[src/rtl/wb_initiator.sv]
// wb_initiator: single-outstanding Wishbone-style bus initiator with a valid/ready command port.
// Define WB_INITIATOR_TIMEOUT_EN to enable the no-ack timeout abort path.
module wb_initiator #(
  parameter int TIMEOUT = 16
) (
  input  logic        clk_i,
  input  logic        rst_i,
  input  logic        cmd_valid_i,
  output logic        cmd_ready_o,
  input  logic        cmd_we_i,
  input  logic [3:0]  cmd_sel_i,
  input  logic [29:0] cmd_adr_i,
  input  logic [31:0] cmd_dat_i,
  output logic        rsp_valid_o,
  output logic [31:0] rsp_dat_o,
  output logic        rsp_err_o,
  output logic        stb_o,
  output logic        we_o,
  output logic [3:0]  sel_o,
  output logic [29:0] adr_o,
  output logic [31:0] dat_o,
  input  logic [31:0] dat_i,
  input  logic        ack_i
);
  typedef enum logic [1:0] {IDLE, BUS, RESP} state_e;
  state_e      state_q;
  logic        stb_q, we_q, rsp_valid_q;
  logic [3:0]  sel_q;
  logic [29:0] adr_q;
  logic [31:0] dat_q, rsp_dat_q;
  if (TIMEOUT < 2 || TIMEOUT > 255) begin : g_bad_timeout
    $error("wb_initiator: TIMEOUT must be within 2..255");
  end
`ifdef WB_INITIATOR_TIMEOUT_EN
  localparam logic [7:0] TO_LAST = 8'(TIMEOUT - 1);
  logic [7:0] cnt_q;
  logic       err_q;
  assign rsp_err_o = err_q;
`else
  assign rsp_err_o = 1'b0;
`endif
  assign cmd_ready_o = state_q == IDLE;
  assign stb_o       = stb_q;
  assign we_o        = we_q;
  assign sel_o       = sel_q;
  assign adr_o       = adr_q;
  assign dat_o       = dat_q;
  assign rsp_valid_o = rsp_valid_q;
  assign rsp_dat_o   = rsp_dat_q;
  always_ff @(posedge clk_i or negedge rst_i) begin
    if (!rst_i) begin
      state_q     <= IDLE;
      stb_q       <= 1'b0;
      we_q        <= 1'b0;
      sel_q       <= '0;
      adr_q       <= '0;
      dat_q       <= '0;
      rsp_valid_q <= 1'b0;
      rsp_dat_q   <= '0;
`ifdef WB_INITIATOR_TIMEOUT_EN
      cnt_q       <= '0;
      err_q       <= 1'b0;
`endif
    end else begin
      case (state_q)
        IDLE: if (cmd_valid_i) begin
          stb_q   <= 1'b1;
          we_q    <= cmd_we_i;
          sel_q   <= cmd_sel_i;
          adr_q   <= cmd_adr_i;
          dat_q   <= cmd_we_i ? cmd_dat_i : '0;
          state_q <= BUS;
`ifdef WB_INITIATOR_TIMEOUT_EN
          cnt_q   <= '0;
`endif
        end
        BUS: if (ack_i) begin
          stb_q       <= 1'b0;
          rsp_valid_q <= 1'b1;
          state_q     <= RESP;
          if (!we_q) rsp_dat_q <= dat_i;
`ifdef WB_INITIATOR_TIMEOUT_EN
          err_q       <= 1'b0;
        end else if (cnt_q == TO_LAST) begin
          // ack has priority, so the abort only fires on an un-acked final cycle
          stb_q       <= 1'b0;
          err_q       <= 1'b1;
          rsp_valid_q <= 1'b1;
          state_q     <= RESP;
        end else begin
          cnt_q <= cnt_q + 8'd1;
`endif
        end
        RESP: begin
          rsp_valid_q <= 1'b0;
          state_q     <= IDLE;
        end
        default: state_q <= IDLE;
      endcase
    end
  end
endmodule

[config.mk]
export PLATFORM = sky130hd
export DESIGN_NAME = wb_initiator
export DESIGN_NICKNAME = d
export VERILOG_FILES = /design/src/rtl/wb_initiator.sv
export SDC_FILE = /design/constraint.sdc
export NUM_CORES = 1
export LEC_CHECK = 0
export BUFFER_PORTS_ARGS = -buffer_cell sky130_fd_sc_hd__buf_2
export CAP_MARGIN = 5
export CORE_UTILIZATION = 45
export DETAILED_ROUTE_END_ITERATION = 12
export GPL_TIMING_DRIVEN = 0
export PLACE_DENSITY_LB_ADDON = 0.3
export SLEW_MARGIN = 0
export SYNTH_ARGS = -nofsm -noshare
export SYNTH_HDL_FRONTEND = slang
export SYNTH_SLANG_ARGS = --single-unit
export TNS_END_PERCENT = 5
[constraint.sdc]
create_clock -name clk_i -period 1.8 [get_ports clk_i]
set_input_delay 0.09 -clock clk_i [delete_from_list [all_inputs] [get_ports clk_i]]
set_output_delay 0.09 -clock clk_i [all_outputs]
set_load 0.05 [all_outputs]
==> metrics.md, run 1 <==
| Metric | Value |
|---|---|
| Run status | `finished clean` |
| Routed Antenna Nets | `0` |
| Final instance area | `around 6400 sq um` |
| Antenna cells | `0` |
| Final WL | `10920 um` |
| Clock slew seen by the registers of the worst setup and hold paths | `0.09 ns` |
| Area Overhead vs Synth | `56.47%` |
| Pwr dens | `1518 nW/um^2` |
| Clock root buffer | `clkbuf_8` |
| Placed Area | `5283 sq um` |
| RSZ-0062 raised after global routing | `false` |
| Relative slew slack | `59.59%` |
| Seq/Total Area, Yosys | `62.84%` |
| Slew @ Worst Pin | `0.6061 ns` |
| Slew Limit Fails | `0` |
| Final Hold Viols | `0` |
| Cells on worst reg2reg path | `4` |
| Pre-antenna DRT Iters | `4` |
| Clock buffer depth | `2` |
| Maximum vdd drop | `0.7022 mV` |
| Die area | `between 9000 and 10000 sq um` |
| Clk_lat worst skew | `0.35 ns` |
| Post-synth EDFFs | `0` |
| Max-Cap Viols | `0` |
| Setup bufs post-CTS | `0` |
| CTS tree | `yes` |
| Synth cell types | `20` |
| Antenna violations before repair | `0` |
| Type of element capturing the critical path | `flip-flop` |
| Final nets | `715` |
| DR iter-0 viols | `123` |
| Die Ht | `about 100 um` |
| Skew final | `0.01287 ns` |
| Worst min path class | `primary input to flip-flop` |
| Warnings, synthesis | `0` |
| IO Port Bufs | `203` |
| Data arrival time of the worst path | `1.82 ns` |
| Final setup fails | `0` |
| Global route overflow | `0` |
| Syn Std Cell Area | `a little over 4000 sq um` |
| Critical path type | `flip-flop to flip-flop` |
| Yosys reg bits | `103` |
| Setup_tns | `0 ns` |
| Via count of the first global-routing pass | `around 3.6k` |
| Hpwl dp | `around 6900 um` |
| Die width | `97.47 um` |
| Synth Area per Inst | `between 10 and 15 sq um` |
| Post-CTS Resized | `0` |
| Async set or reset register ratio after synthesis | `between 90% and 100%` |
| Routability congestion estimate | `slightly above 0.7` |
| GRT Overall Usage | `23.62%` |
| Primary FF master, synth | `dfrtp_1` |
| Synthesized instance count | `300` |
| Largest net degree at the start of global routing | `59` |
| Synthesized net count | `403` |
| Share of cells above drive strength 1 | `between 40% and 50%` |
| WL/cell | `15.09 um` |
| Core ar. | `8763 sq um` |
| Max FO, Critical Path | `10` |
| # clock sinks | `just over 100` |
| Flop2flop setup slack | `0.21 ns` |
| Setup crit start kind | `flip-flop` |
| Final Cycle Share | `88.47%` |
| Fin crit period | `1.592 ns` |
| Via count | `3462` |
| Starting Density | `46.80%` |
| WP data required | `just over 2 ns` |
| Row Count | `34` |
| Drt via density | `4.782` |
| Hold Crit Depth | `3` |
| Static leakage | `3.299 nW` |
| Top-Level Pins | `between 200 and 250` |
| TritonCTS Buffers | `9` |
| First-pass GRT wire length | `17800 um` |
| H-tree levels | `3` |
| DRC | `0` |
| Fmax | `628.0 MHz` |
logic make-up after synthesis:
family                 Yosys count  synth area share, %
AO/OA/AOI/OAI                   37                4.668
other                            1              0.09143
multiplexers                    68                21.84
AND/OR/NAND/NOR                 69                6.620
flip-flops                     103                62.84
buffers and inverters           22                3.935
critical path, stage by stage (launching register included):
cell	delay (ns)
dfrtp_1	0.44
or3b_1	0.41
buf_6	0.16
buf_6	0.16
mux2_4	0.31
path summary, 6_finish.rpt:
kind | start | end
max in group asynchronous | rst_i | state_q[0]$_DFFE_PN0P_
worst min-delay path | cmd_dat_i[12] | dat_o[12]$_DFFE_PN0P_
worst max register to register | state_q[0]$_DFFE_PN0P_ | adr_o[18]$_DFFE_PN0P_
min in group asynchronous | rst_i | rsp_dat_o[6]$_DFFE_PN0P_
worst min register to register | dat_o[31]$_DFFE_PN0P_ | dat_o[31]$_DFFE_PN0P_
worst max-delay path | state_q[0]$_DFFE_PN0P_ | adr_o[18]$_DFFE_PN0P_
report_power, final:
| group | leakage, nW | internal, W | switching [W] |
|---|---|---|---|
| clock | 0.0744 | 0.000497 | 0.000761 |
| sequential | 1.25 | 0.00306 | 0.000413 |
| combinational | 1.97 | 0.00146 | 0.00355 |
| total | 3.30 | 0.00502 | 0.00472 |
sequential cells by signal (all words and copies together), names as in the netlist:
| signal | count |
|---|---|
| stb_o | 1 |
| dat_o | 32 |
| sel_o | 4 |
| adr_o | 30 |
| rsp_valid_o | 1 |
| state_q | 2 |
| we_o | 1 |
| rsp_dat_o | 32 |
cell usage in the layout (no fill, tap or decap), types with 2 or more instances in the layout:
cell type	count
dlygate4sd3_1	97
buf_4	2
clkbuf_8	9
dfrtp_1	103
nand2_1	64
o21ai_1	10
buf_2	202
nor2_1	2
clkbuf_1	10
mux2_1	2
mux2_4	35
buf_6	10
mux2_2	30
o21ai_0	24
inv_1	2
clkinvlp_4	3
cells in the mapped netlist, types with 2 or more instances:
cell type,count,share of area (%)
dfrtp_1,103,63
nand2_1,64,5.9
mux2_4,35,13
mux2_2,30,8.2
o21ai_0,24,2.9
buf_6,10,2.7
o21ai_1,10,1.2
clkbuf_1,9,0.82
inv_1,2,0.18
mux2_1,2,0.55
nor2_1,2,0.18
final cells by class:
| class | instances | area, sq um |
|---|---|---|
| sequential | 103 | 2577 |
| buffer | 20 | 153.9 |
| clock inverter | 5 | 36.28 |
| timing repair buffer | 301 | 2017 |
| inverter | 2 | 7.507 |
| fill | 590 | 2346 |
| multi-input combinational | 175 | 1363 |
| clock buffer | 10 | 127.6 |
| tap | 108 | 135.1 |
per-stage QoR:
| step | hold slack, ns | utilization (%) | worst slack (ns) | power, W | cells |
|---|---|---|---|---|---|
| final | 0.01054 | 73.23 | 0.2075 | 0.009740 | 724 |
| after global routing | 0.001825 | 73.23 | 0.1050 | 0.01020 | 724 |
| after CTS | 0.0005274 | 73.00 | 0.1990 | 0.009757 | 722 |
| after detailed placement | 0.1453 | 60.28 | 0.2204 | 0.008342 | 612 |
| after global placement | 0.3050 | 59.94 | -0.4135 | 0.008227 | 611 |
| after floorplan | -0.2056 | - | 0.3102 | 0.007141 | 300 |
routing by layer:
metal  track usage [%]  share of wire [%]  wire (um)  vias to the layer above
met3             6.547                6.8        746                       13
met5                 0                  0          0                        -
met2             41.47                 52       5668                      158
li1                  -                  -          -                     1621
met1             28.77                 40       4362                     1670
met4             5.656                1.3        145                        0
timing repair:
item | in CTS | in global routing
hold endpoints to repair | 139 | 2
endpoints found under the setup margin | 0 | 0
hold buffers | 95 | 2
Note: power is estimated with default switching activity, not from simulation.
==> inputs of run 2 (changes only) <==
Clock period 1.8 ns to 2 ns, I/O delays scaled along.
==> run 2 against run 1 <==
  * Setup slack gained 0.21 ns
  * Critical path depth unchanged
  * Maximum frequency grew 0.44%
  * Utilization is 0.23 points lower
  * Register-to-register slack gained 0.21 ns
  * Global-route usage decreased by 0.066 points
==> metrics.md, run 2 (synthesis gave the netlist of run 1 again) <==
| Metric | Value |
|---|---|
| CP dominant cell by count | `buf_6` |
| Global route overflow | `0 (unchanged)` |
| Setup bufs post-CTS | `0 (unchanged)` |
| Top-Level Pins | `206 (unchanged)` |
| First-pass GRT wire length | `17790 um (about the same)` |
| Clock root buffer | `clkbuf_8` |
| Final WL | `10840 um (-0.73%)` |
| Via count of the first global-routing pass | `3627 (unchanged)` |
| Antenna violations before repair | `0 (unchanged)` |
| Critical path depth in cells | `4 (unchanged)` |
| Drt via density | `4.794 (+0.25%)` |
| Die Ht | `97.47 um (unchanged)` |
| # clock sinks | `103 (unchanged)` |
| Commonest non-fill, non-tap cells in the layout | `buf_2 (202), dfrtp_1 (103), dlygate4sd3_1 (95)` |
| Crit-path cells | `or3b_1 -> buf_6 -> buf_6 -> mux2_4` |
| Flop2flop setup slack | `0.41 ns (+0.21 ns)` |
| Share of cells above drive strength 1 | `47.88% (+0.16 points)` |
| H-tree levels | `3 (unchanged)` |
| Routed Antenna Nets | `0 (unchanged)` |
| Worst min path class | `primary input to flip-flop` |
| Pwr dens | `1369 nW/um^2 (-9.8%)` |
| Crit path from | `state_q[0]$_DFFE_PN0P_` |
| Max FO, Critical Path | `10 (unchanged)` |
| GRT Overall Usage | `23.55% (-0.066 points)` |
| Slew @ Worst Pin | `0.6052 ns (-0.0009041 ns)` |
| CTS tree | `yes` |
| Row Count | `34 (unchanged)` |
| CP top delay family | `flip-flops` |
| Routability congestion estimate | `0.7218 (unchanged)` |
| Worst Path Buf+Inv | `2 (unchanged)` |
| Static leakage | `3.291 nW (-0.25%)` |
| Pre-antenna DRT Iters | `4 (unchanged)` |
| Final nets | `713 (-0.28%)` |
| Starting Density | `46.80% (unchanged)` |
| Largest net degree at the start of global routing | `59 (unchanged)` |
| Setup slack at placement | `0.4204 ns (+0.2000 ns)` |
| Post-CTS Resized | `0 (unchanged)` |
| Final Hold Viols | `0 (unchanged)` |
| WL/cell | `15.02 um (-0.46%)` |
| Data arrival time of the worst path | `1.81 ns (about the same)` |
| Antenna cells | `0 (unchanged)` |
| Type of element capturing the critical path | `flip-flop` |
| Slew Limit Fails | `0 (unchanged)` |
| Commonest non-fill, non-tap cell in the layout | `buf_2` |
| Clock buffer depth | `2 (unchanged)` |
| DR iter-0 viols | `117 (-4.9%)` |
| CP endpoint | `adr_o[18]$_DFFE_PN0P_` |
| Via count | `3461 (-0.029%)` |
| Die width | `97.47 um (unchanged)` |
| Max-Cap Viols | `0 (unchanged)` |
| Cells on worst reg2reg path | `4 (unchanged)` |
| Core ar. | `8763 sq um (unchanged)` |
| Fmax | `630.7 MHz (+0.44%)` |
| Area Overhead vs Synth | `55.98%` |
| Final Cycle Share | `79.28% (-9.2 points)` |
| Hpwl dp | `6901 um (unchanged)` |
| Final WS setup | `0.4145 ns (+0.2069 ns)` |
| TritonCTS Buffers | `9 (unchanged)` |
| Final setup fails | `0 (unchanged)` |
| Clk_lat worst skew | `0.35 ns (about the same)` |
| Relative slew slack | `59.65% (+0.060 points)` |
| Skew final | `0.01388 ns (+0.001008 ns)` |
| WP data required | `2.23 ns (+0.20 ns)` |
| Maximum vdd drop | `0.6327 mV (-9.9%)` |
| Filler cell count | `599 (+1.5%)` |
| Die area | `9500 sq um (unchanged)` |
| IO Port Bufs | `203 (unchanged)` |
| Critical path type | `flip-flop to flip-flop` |
| Worst-path cell with the longest stage delay | `dfrtp_1` |
| Setup crit start kind | `flip-flop` |
| Fin crit period | `1.586 ns (-0.006938 ns)` |
| Hold_ws | `0.01947 ns (+0.008930 ns)` |
| R2r endpoint | `adr_o[18]$_DFFE_PN0P_` |
| Run status | `finished clean` |
| DRC | `0 (unchanged)` |
| FF-to-FF Start | `state_q[0]$_DFFE_PN0P_` |
| RSZ-0062 raised after global routing | `false` |
| Clock slew seen by the registers of the worst setup and hold paths | `0.09 ns (about the same)` |
| CP peak stage delay | `0.44 ns (about the same)` |
[run 2: worst min path at each step]
stage,depth (start not counted),end,startpoint
after floorplan,0,adr_o[0]$_DFFE_PN0P_,rst_i
after global placement,2,rsp_dat_o[6]$_DFFE_PN0P_,dat_i[6]
after detailed placement,1,rsp_dat_o[6]$_DFFE_PN0P_,rst_i
after CTS,3,dat_o[20]$_DFFE_PN0P_,cmd_dat_i[20]
after global routing,3,dat_o[5]$_DFFE_PN0P_,cmd_dat_i[5]
final,3,dat_o[5]$_DFFE_PN0P_,cmd_dat_i[5]
[run 2: through the flow]
| stage | total power [W] | instance area, sq um | TNS (ns) | std cells | util, % |
|---|---|---|---|---|---|
| floorplan | 0.006426 | 4101 | 0 | 300 | - |
| global placement | 0.007404 | 5253 | -22.36 | 611 | 59.94 |
| detailed placement | 0.007508 | 5283 | 0 | 612 | 60.28 |
| CTS | 0.008778 | 6377 | 0 | 720 | 72.77 |
| global route | 0.009174 | 6397 | 0 | 722 | 73.00 |
| finish | 0.008760 | 6397 | 0 | 722 | 73.00 |
[run 2: cell type report]
type,count,area [sq um],area share (%)
Timing Repair Buffer,299,1997,31.21
Clock buffer,10,127.6,1.995
Clock inverter,5,36.28,0.5672
Buffer,20,153.9,2.406
Inverter,2,7.507,0.1173
Tap cell,108,135.1,2.112
Sequential cell,103,2577,40.29
Multi-Input combinational cell,175,1363,21.30
[run 2: worst reg2reg max path, cell delays in order, from the launching register on]
cell and delay (ns):
dfrtp_1 0.44, or3b_1 0.41, buf_6 0.16, buf_6 0.16, mux2_4 0.31
[run 2: metal layers]
metal / vias to the layer above / global-route usage (%) / part of all wire [%]
li1: 1615 / - / -
met1: 1670 / 28.28 / 40
met2: 163 / 41.74 / 52
met3: 13 / 6.619 / 6.8
met4: 0 / 5.656 / 1.3
met5: - / 0 / 0
[run 2: repair_timing]
action | in CTS | in global routing
setup endpoints to repair | 0 | 0
hold buffers | 93 | 2
hold endpoints to repair | 137 | 2
[run 2: power by group]
part	leakage, nW	internal, W	switching [W]
clock network	0.0744	0.000447	0.000685
logic	1.96	0.00131	0.00320
registers	1.25	0.00275	0.000368
==> inputs of run 3 (changes only) <==
Clock period 2 ns to 1.52 ns, I/O delays scaled along.
==> run 3 against run 2 <==
  * Die area unchanged
  * Final cell count increased by 1.7%
  * Wire length increased by 11%
  * Sequential cell count unchanged
  * Total power increased by 36%
  * Non-clock buffer count increased by 12
  * First-iteration DRC count increased by 3.4%
  * The flow now finishes with violations (setup timing)
  * Count of clock-buffer cells in the layout unchanged
  * Global-route usage increased by 1.2 points
  * Hold slack improved by 0.032 ns
  * Sequential share of layout area decreased by 1.7 points
  * Critical path type unchanged
==> metrics.md, run 3 (synthesis gave the netlist of run 1 again) <==
| Metric | Value |
|---|---|
| Via count of the first global-routing pass | `3729 (+2.8%)` |
| Final WL | `12000 um (+11%)` |
| Final Hold Viols | `0 (unchanged)` |
| Max FO, Critical Path | `8 (-2)` |
| Final nets | `725 (+1.7%)` |
| Final setup fails | `53 (+53)` |
| Setup crit start kind | `flip-flop` |
| Routed wl met3 | `764 um (+3.7%)` |
| Die Ht | `97.47 um (unchanged)` |
| Antenna violations before repair | `0 (unchanged)` |
| Clock slew seen by the registers of the worst setup and hold paths | `0.09 ns (about the same)` |
| DRC | `0 (unchanged)` |
| GRT Overall Usage | `24.77% (+1.2 points)` |
| Maximum vdd drop | `0.7776 mV (+23%)` |
| TritonCTS Buffers | `9 (unchanged)` |
| Die width | `97.47 um (unchanged)` |
| WP data required | `1.75 ns (-0.48 ns)` |
| Routability congestion estimate | `0.7218 (unchanged)` |
| CP peak stage delay | `0.42 ns (-0.02 ns)` |
| Routed Antenna Nets | `0 (unchanged)` |
| Antenna cells | `0 (unchanged)` |
| Worst min path class | `primary input to flip-flop` |
| H-tree levels | `3 (unchanged)` |
| First-pass GRT wire length | `18610 um (+4.6%)` |
| Slew @ Worst Pin | `0.6107 ns (+0.005464 ns)` |
| CTS tree | `yes` |
| Core ar. | `8763 sq um (unchanged)` |
| Final WS setup | `-0.04391 ns (-0.4584 ns)` |
| Area Overhead vs Synth | `62.93%` |
| Final Cycle Share | `102.9% (+24 points)` |
| Via count | `3539 (+2.3%)` |
| Pre-antenna DRT Iters | `4 (unchanged)` |
| Met1 WL | `4782 um (+11%)` |
| Top sig layer | `met4` |
| Global route overflow | `0 (unchanged)` |
| Run status | `finished with violations` |
| RSZ-0062 raised after global routing | `true` |
| Fin crit period | `1.564 ns (-0.02163 ns)` |
| Type of element capturing the critical path | `flip-flop` |
| Static leakage | `3.456 nW (+5.0%)` |
| Top-Level Pins | `206 (unchanged)` |
| IO Port Bufs | `203 (unchanged)` |
| DR iter-0 viols | `121 (+3.4%)` |
| Die area | `9500 sq um (unchanged)` |
| Fmax | `639.4 MHz (+1.4%)` |
| Failing checks | `setup timing` |
| # clock sinks | `103 (unchanged)` |
| Flop2flop setup slack | `-0.04 ns (-0.46 ns)` |
| Final instance area | `6683 sq um (+4.5%)` |
| Data arrival time of the worst path | `1.79 ns (-0.02 ns)` |
| Setup_tns | `-0.6495 ns (-0.6495 ns)` |
| Hpwl dp | `6901 um (unchanged)` |
| Drt via density | `4.822 (+0.58%)` |
| Clock root buffer | `clkbuf_8` |
| WL/cell | `16.35 um (+8.9%)` |
| Clock buffer depth | `2 (unchanged)` |
| Skew final | `0.01272 ns (-0.001156 ns)` |
| Share of cells above drive strength 1 | `49.20% (+1.3 points)` |
| Worst-path cell with the longest stage delay | `dfrtp_1` |
| Max-Cap Viols | `0 (unchanged)` |
| Starting Density | `46.80% (unchanged)` |
| Row Count | `34 (unchanged)` |
| Commonest non-fill, non-tap cell in the layout | `buf_2` |
| Commonest non-fill, non-tap cells in the layout | `buf_2 (204), dfrtp_1 (103), dlygate4sd3_1 (100)` |
| Critical path type | `flip-flop to flip-flop` |
| Crit-path cells | `and3b_1 -> nor2b_4 -> buf_12 -> clkbuf_16 -> mux2_4` |
| Met2 wire len | `6282 um (+12%)` |
| Clk_lat worst skew | `0.35 ns (about the same)` |
| Pwr dens | `1782 nW/um^2 (+30%)` |
| Placed Area | `5283 sq um (unchanged)` |
| Relative slew slack | `59.29% (-0.36 points)` |
| Slew Limit Fails | `0 (unchanged)` |
| Largest net degree at the start of global routing | `59 (unchanged)` |
## run 3: changes by cell type in the layout (fill, tap and decap cells not counted), sizes merged
cell         change
buf              +6
clkbuf           +1
dlygate4sd3      +5
## run 3: path summary, 6_finish.rpt
kind	startpoint	to	cells past startpoint
min in group asynchronous	rst_i	rsp_dat_o[6]$_DFFE_PN0P_	2
max reg2reg	state_q[1]$_DFFE_PN0P_	rsp_dat_o[24]$_DFFE_PN0P_	5
min	ack_i	state_q[1]$_DFFE_PN0P_	2
min reg2reg	dat_o[2]$_DFFE_PN0P_	dat_o[2]$_DFFE_PN0P_	2
max	state_q[1]$_DFFE_PN0P_	rsp_dat_o[24]$_DFFE_PN0P_	5
max in group asynchronous	rst_i	adr_o[0]$_DFFE_PN0P_	3
## run 3: what timing repair did
| item | CTS | global route |
|---|---|---|
| endpoints found under the hold margin | 144 | 0 |
| cloned | 0 | 3 |
| resized for setup | 6 | 48 |
| hold buffers | 100 | 0 |
| endpoints found under the setup margin | 97 | 98 |
| setup buffers | 4 | 0 |
## run 3: final cells by class
| type | count | area [sq um] |
|---|---|---|
| fillers | 550 | 2081 |
| multi-input cells | 175 | 1449 |
| repair buffers | 311 | 2155 |
| inverters | 2 | 7.507 |
| clock buffers | 10 | 127.6 |
| well taps | 108 | 135.1 |
| flip-flops and latches | 103 | 2577 |
| clock inverters | 5 | 36.28 |
| plain buffers | 20 | 195.2 |
## run 3: metal layers
layer	global-route usage, %	vias to the layer above
met4	5.769	0
met5	0	-
met3	6.763	19
met1	29.81	1720
met2	44.06	159
li1	-	1641
## run 3: critical path: cells and delay by family, from the launching register on
family	cells	cell delay (ns)
flops	1	0.42
mux	1	0.31
simple gates	2	0.41
buf+inv	2	0.31
## run 3: stage by stage
step / utilization (%) / worst slack (ns) / hold WS, ns / cells / total power, W
after CTS: 74.14 / -0.02254 / 0.03721 / 731 / 0.01161
after global placement: 59.94 / -0.6795 / 0.2910 / 611 / 0.009742
after detailed placement: 60.28 / -0.05962 / 0.1313 / 612 / 0.009879
after global routing: 76.26 / -0.1077 / 0.03465 / 734 / 0.01245
after floorplan: - / 0.03020 / -0.2196 / 300 / 0.008456
final: 76.26 / -0.04391 / 0.05104 / 734 / 0.01191
## run 3: power by group
| part | switching (W) | internal [W] | total, W | leakage [nW] |
|---|---|---|---|---|
| logic | 0.00428 | 0.00198 | 0.00626 | 2.13 |
| registers | 0.000528 | 0.00363 | 0.00415 | 1.25 |
| clock network | 0.000904 | 0.000588 | 0.00149 | 0.0744 |
| total | 0.00572 | 0.00619 | 0.0119 | 3.46 |
